**src/rtl/ram_arbiter_if.sv**
```systemverilog
// Port bundle between ram_arbiter, its two requesters (CPU on port 0, debug/loader on port 1)
// and the single-ported RAM behind it.
interface ram_arbiter_if #(
   parameter int ADDR_W = 12,
   parameter int DATA_W = 4
);
   logic              req0, req1;
   logic              we0, we1;
   logic [ADDR_W-1:0] addr0, addr1;
   logic [DATA_W-1:0] wdata0, wdata1;
   logic              gnt0, gnt1;
   logic              done0, done1;
   logic [DATA_W-1:0] rdata;
   logic              busy;
   logic              ram_cs, ram_we;
   logic [ADDR_W-1:0] ram_addr;
   logic [DATA_W-1:0] ram_wdata;
   logic [DATA_W-1:0] ram_rdata;

   modport slave (
      input  req0, req1, we0, we1, addr0, addr1, wdata0, wdata1, ram_rdata,
      output gnt0, gnt1, done0, done1, rdata, busy, ram_cs, ram_we, ram_addr, ram_wdata
   );

   modport master (
      output req0, req1, we0, we1, addr0, addr1, wdata0, wdata1, ram_rdata,
      input  gnt0, gnt1, done0, done1, rdata, busy, ram_cs, ram_we, ram_addr, ram_wdata
   );
endinterface

```
**src/rtl/ram_arbiter.sv**
```systemverilog
// Two-port arbiter in front of a single-ported RAM. Each access spends one cycle in ACCESS
// and one in RESP; a pending request chains from RESP straight into ACCESS.
module ram_arbiter #(
   parameter bit RR_MODE = 1'b1,
   parameter int ADDR_W  = 12,
   parameter int DATA_W  = 4
) (
   input logic          clk,
   input logic          reset,
   ram_arbiter_if.slave bus
);
   typedef enum logic [1:0] {IDLE, ACCESS, RESP} state_t;

   state_t            state, state_nxt;
   logic              owner, owner_nxt;
   logic              last_owner;
   logic              take, win;
   logic              lat_we, lat_we_nxt;
   logic [ADDR_W-1:0] lat_addr, lat_addr_nxt;
   logic [DATA_W-1:0] lat_wdata, lat_wdata_nxt;
   logic [DATA_W-1:0] rdata_q;

   // A tie goes to the port that did not own the previous access, or always to port 1.
   function automatic logic arbitrate(input logic r0, input logic r1, input logic last);
      if (r0 && r1) return RR_MODE ? ~last : 1'b1;
      return r1;
   endfunction

   assign win  = arbitrate(bus.req0, bus.req1, last_owner);
   assign take = (bus.req0 || bus.req1) && (state != ACCESS);

   always_comb begin
      state_nxt     = state;
      owner_nxt     = owner;
      lat_we_nxt    = lat_we;
      lat_addr_nxt  = lat_addr;
      lat_wdata_nxt = lat_wdata;
      case (state)
         IDLE:    if (take) state_nxt = ACCESS;
         ACCESS:  state_nxt = RESP;
         RESP:    state_nxt = take ? ACCESS : IDLE;
         default: state_nxt = IDLE;
      endcase
      if (take) begin
         owner_nxt     = win;
         lat_we_nxt    = win ? bus.we1    : bus.we0;
         lat_addr_nxt  = win ? bus.addr1  : bus.addr0;
         lat_wdata_nxt = win ? bus.wdata1 : bus.wdata0;
      end
   end

   always_ff @(posedge clk or posedge reset) begin
      if (reset) state <= IDLE;
      else       state <= state_nxt;
   end

   always_ff @(posedge clk or posedge reset) begin
      if (reset) begin
         owner      <= 1'b0;
         last_owner <= 1'b1;
         lat_we     <= 1'b0;
         lat_addr   <= '0;
         lat_wdata  <= '0;
         rdata_q    <= '0;
      end else begin
         owner     <= owner_nxt;
         lat_we    <= lat_we_nxt;
         lat_addr  <= lat_addr_nxt;
         lat_wdata <= lat_wdata_nxt;
         // Closing the RAM cycle: remember the owner for the next tie, capture read data.
         if (state == ACCESS) begin
            last_owner <= owner;
            if (!lat_we) rdata_q <= bus.ram_rdata;
         end
      end
   end

   assign bus.gnt0      = (state == ACCESS) && !owner;
   assign bus.gnt1      = (state == ACCESS) &&  owner;
   assign bus.done0     = (state == RESP)   && !owner;
   assign bus.done1     = (state == RESP)   &&  owner;
   assign bus.busy      = (state != IDLE);
   assign bus.ram_cs    = (state == ACCESS);
   assign bus.ram_we    = (state == ACCESS) && lat_we;
   assign bus.ram_addr  = lat_addr;
   assign bus.ram_wdata = lat_wdata;
   assign bus.rdata     = rdata_q;
endmodule

```
**src/flat_wrapper.sv**
```systemverilog
// flat-port wrapper written by rule: the top's interface ports become plain ports
module ram_arbiter_flat 
#(
   parameter bit RR_MODE = 1'b1,
   parameter int ADDR_W  = 12,
   parameter int DATA_W  = 4
)
  (clk, reset, bus_req0, bus_req1, bus_we0, bus_we1, bus_addr0, bus_addr1, bus_wdata0, bus_wdata1, bus_ram_rdata, bus_gnt0, bus_gnt1, bus_done0, bus_done1, bus_rdata, bus_busy, bus_ram_cs, bus_ram_we, bus_ram_addr, bus_ram_wdata);
  ram_arbiter_if #(.ADDR_W(ADDR_W), .DATA_W(DATA_W)) bus_i ();
  input logic clk;
  input logic reset;
  input wire logic [$bits(bus_i.req0)-1:0] bus_req0;
  input wire logic [$bits(bus_i.req1)-1:0] bus_req1;
  input wire logic [$bits(bus_i.we0)-1:0] bus_we0;
  input wire logic [$bits(bus_i.we1)-1:0] bus_we1;
  input wire logic [$bits(bus_i.addr0)-1:0] bus_addr0;
  input wire logic [$bits(bus_i.addr1)-1:0] bus_addr1;
  input wire logic [$bits(bus_i.wdata0)-1:0] bus_wdata0;
  input wire logic [$bits(bus_i.wdata1)-1:0] bus_wdata1;
  input wire logic [$bits(bus_i.ram_rdata)-1:0] bus_ram_rdata;
  output wire logic [$bits(bus_i.gnt0)-1:0] bus_gnt0;
  output wire logic [$bits(bus_i.gnt1)-1:0] bus_gnt1;
  output wire logic [$bits(bus_i.done0)-1:0] bus_done0;
  output wire logic [$bits(bus_i.done1)-1:0] bus_done1;
  output wire logic [$bits(bus_i.rdata)-1:0] bus_rdata;
  output wire logic [$bits(bus_i.busy)-1:0] bus_busy;
  output wire logic [$bits(bus_i.ram_cs)-1:0] bus_ram_cs;
  output wire logic [$bits(bus_i.ram_we)-1:0] bus_ram_we;
  output wire logic [$bits(bus_i.ram_addr)-1:0] bus_ram_addr;
  output wire logic [$bits(bus_i.ram_wdata)-1:0] bus_ram_wdata;
  assign bus_i.req0 = bus_req0;
  assign bus_i.req1 = bus_req1;
  assign bus_i.we0 = bus_we0;
  assign bus_i.we1 = bus_we1;
  assign bus_i.addr0 = bus_addr0;
  assign bus_i.addr1 = bus_addr1;
  assign bus_i.wdata0 = bus_wdata0;
  assign bus_i.wdata1 = bus_wdata1;
  assign bus_i.ram_rdata = bus_ram_rdata;
  assign bus_gnt0 = bus_i.gnt0;
  assign bus_gnt1 = bus_i.gnt1;
  assign bus_done0 = bus_i.done0;
  assign bus_done1 = bus_i.done1;
  assign bus_rdata = bus_i.rdata;
  assign bus_busy = bus_i.busy;
  assign bus_ram_cs = bus_i.ram_cs;
  assign bus_ram_we = bus_i.ram_we;
  assign bus_ram_addr = bus_i.ram_addr;
  assign bus_ram_wdata = bus_i.ram_wdata;
  ram_arbiter #(.RR_MODE(RR_MODE), .ADDR_W(ADDR_W), .DATA_W(DATA_W)) u_core (.clk(clk), .reset(reset), .bus(bus_i));
endmodule
```
**config.mk**
```make
export PLATFORM = sky130hd
export DESIGN_NAME = ram_arbiter_flat
export DESIGN_NICKNAME = d
export VERILOG_FILES = /design/src/rtl/ram_arbiter_if.sv /design/src/rtl/ram_arbiter.sv /design/src/flat_wrapper.sv
export SDC_FILE = /design/constraint.sdc
export NUM_CORES = 1
export LEC_CHECK = 0
export ABC_CLOCK_PERIOD_IN_PS = 2400
export CORE_MARGIN = 4
export CORE_UTILIZATION = 40
export CTS_CLUSTER_SIZE = 8
export DETAILED_ROUTE_END_ITERATION = 6
export HOLD_SLACK_MARGIN = 0.02
export PLACE_DENSITY = 0.85
export SYNTH_ARGS = -nofsm -noshare
export SYNTH_HDL_FRONTEND = slang
export SYNTH_SLANG_ARGS = --single-unit
export TNS_END_PERCENT = 50
```
**constraint.sdc**
```tcl
create_clock -name clk -period 2.4 [get_ports clk]
set_input_delay 0.48 -clock clk [delete_from_list [all_inputs] [get_ports clk]]
set_output_delay 0.48 -clock clk [all_outputs]
set_load 0.02 [all_outputs]
```
==> reports/metrics.yaml <==
routing:
  wirelength_microns: 3280
  drc_errors: 0
  vias: 1167
  dr.pass1.iters: 5
  drt_iter0_markers: 29
  vias_per_cell: 5.26
  ant_nets: 0
  wl_per_cell_microns: 14.8
timing:
  fin_crit_sh_pct: 96.9
  finalSetupViolations: 0
  max_slew_margin_pct: 62.6
  min_period_ns: 2.33
  tightest_slew_ns: 0.561
  hold_ws_ns: 0.520
  fin_worst_skew_ns: 0.00407
  setup_tns_ns: 0
  finalHoldViolations: 0
  rsz0062_at_grt: "no"
  maxSlewViolCount: 0
  max_freq_mhz: 430
cts:
  cts_tree: "yes"
  clock_latency_ns: 0.30
  postCtsHoldBufs: 0
  cts_buffers: 3
  clkSlewWorstSetupHoldPaths_ns: 0.13
  cts.sinks: 25
  cts-root-buf: "clkbuf_4"
  htreeDepth: 1
  clk_path_buf_depth: 2
  postCtsResizedCells: 0
  postCtsSetupRepairBufs: 0
grt:
  grt_pass1_wl_microns: 5260
  grt_max_degree: 26
  grt.overflow.total: 0
  grt_usage_pct: 16.5
  grt_pass1_vias: 1184
  antenna_found_initial: 0
synthesis:
  synth_nets: 167
  yosysSeqAreaShare_pct: 51.5
  synth_seq_cells: 25
  synth_area_sq_um: 1220
  syn_area_per_cell_sq_um: 9.74
  synth_cell_types: 26
  syn_inst: 125
  yosysWarnings: 0
critical_path:
  start_kind: "register"
  cp.required_ns: 1.92
  worstReg2RegEnd: "u_core.bus.rdata[0]"
  cp.arrival_ns: 1.85
  crit_path_end_kind: "primary output"
  critPathMaxFanout: 21
  r2r-start: "u_core.state[1]"
  r2r_setup_slack_ns: 0.92
  critPathSlowestCell: "clkdlybuf4s50_1"
  r2r_cells: 4
  path_cells: "nand2b_2, buf_4, nor2_1, clkdlybuf4s50_1"
  crit_type: "register to primary output"
  cp_slowest_stage_delay_ns: 0.60
worst_hold_path:
  holdCritPathClass: "input pin to asynchronous set/reset pin"
pwr:
  p_per_area_nw_per_um2: 798
  leakage_nw: 0.792
  ir_drop_uv: 402
job:
  cap_violations: 0
layout:
  fin_nets: 234
  fillers: 236
  drive_above_1_share_pct: 8.90
  n_antenna_cell: 0
  areaGrowthSynthToFinish_pct: 55.4
floorplanning:
  dieHeight_microns: 63.2
  die_area_sq_um: 3990
  io_pins: 69
  initial_core_util_pct: 43.0
  placeableCoreArea_sq_um: 2830
  num_rows: 19
  fp.dieW_microns: 63.2
placed_design:
  post-dp-hpwl_microns: 2590
  portBuffers: 68
  globalplace.congestion: 0.784
outcome:
  status: "finished clean"
==> power by group <==
part           switching, W  internal (W)
clock network      0.000117     0.0000648
logic              0.000345      0.000360
registers         0.0000781      0.000546
total              0.000540      0.000970
==> layout by cell type (no fill, tap or decap), types with 2 or more instances in the layout <==
| cell | synthesis | routed |
|---|---|---|
| clkdlybuf4s50_1 | 0 | 68 |
| nand2_1 | 34 | 34 |
| dfrtp_1 | 24 | 24 |
| a31oi_1 | 17 | 17 |
| a21oi_1 | 16 | 16 |
| mux2_2 | 4 | 4 |
| nor2_1 | 3 | 3 |
| clkbuf_4 | 0 | 3 |
| and2_1 | 2 | 2 |
| inv_1 | 2 | 2 |
| buf_4 | 0 | 2 |
==> routing by layer <==
metal,GRT usage [%],share of wire (%)
met1,18.4,41
met5,0,0
met2,32.3,55
met4,4.85,1.2
met3,2.13,3.7
==> logic make-up (layout without fill, tap and decap cells) <==
kind of cell	Yosys count	after routing	synth area share [%]
buffers and inverters	11	77	8.02
flip-flops	25	25	51.5
AND/OR/NAND/NOR	46	46	17.0
multiplexers	4	4	3.70
AO/OA/AOI/OAI	39	39	19.8
==> flip-flops by register name (all words and copies together), names as in the netlist <==
name,flops
u_core.bus.ram_wdata,4
u_core.lat_we,1
u_core.bus.rdata,4
u_core.state,2
u_core.last_owner,1
u_core.bus.ram_addr,12
u_core.owner,1
==> worst max-delay path by stage <==
stage	endpoint	cells past startpoint	slack (ns)	start
floorplan	bus_gnt0	3	0.89	u_core.state[1]
global placement	bus_gnt0	4	0.46	u_core.state[1]
detailed placement	u_core.lat_we	4	0.42	bus_req0
CTS	bus_gnt0	4	0.06	u_core.state[1]
global route	bus_gnt0	4	0.004	u_core.state[1]
finish	bus_gnt0	4	0.07	u_core.state[1]
==> stage by stage <==
| step | utilization, % | total power (W) | area, sq um | std cells | setup slack, ns |
|---|---|---|---|---|---|
| floorplan | - | 0.00100 | 1220 | 125 | 0.887 |
| global placement | 65.9 | 0.00132 | 1870 | 218 | 0.457 |
| detailed placement | 65.9 | 0.00135 | 1870 | 218 | 0.418 |
| CTS | 66.9 | 0.00153 | 1890 | 222 | 0.0638 |
| global route | 66.9 | 0.00160 | 1890 | 222 | 0.00447 |
| finish | 66.9 | 0.00151 | 1890 | 222 | 0.0737 |
==> critical path, delay by kind of cell (launching register included) <==
| kind | cells | cell delay (ns) |
|---|---|---|
| DFF | 1 | 0.42 |
| buffers and inverters | 2 | 0.81 |
| and+or+nand+nor | 2 | 0.30 |
==> layout make-up <==
class | instances | area, sq um | area share [%]
Timing Repair Buffer | 70 | 696 | 36.8
Inverter | 3 | 11.3 | 0.595
Multi-Input combinational cell | 89 | 493 | 26.1
Clock buffer | 4 | 26.3 | 1.39
Sequential cell | 25 | 627 | 33.1
Tap cell | 31 | 38.8 | 2.05
==> Yosys cell counts <==
library cell  instances  area share, %
and2_1                2            1.0
or2_2                 1           0.51
dfrtp_1              24             49
a31oi_1              17            8.7
nor2_4                1           0.92
o21ai_0               1           0.41
buf_6                 5            4.6
and3b_1               1           0.72
o21ai_1               1           0.41
or2_1                 1           0.51
a21oi_2               1           0.72
inv_1                 2           0.62
inv_2                 1           0.31
nand2b_2              1           0.72
a21oi_1              16            6.6
buf_12                1            1.6
nor2_2                1           0.51
nand2_1              34             10
mux2_2                4            3.7
dfstp_2               1            2.2
buf_2                 2           0.82
a21bo_1               1           0.82
a21o_1                1           0.62
nor3b_1               1           0.62
nor2_1                3           0.92
a21boi_4              1            1.5
No activity file was read; power rests on OpenSTA's default activity.
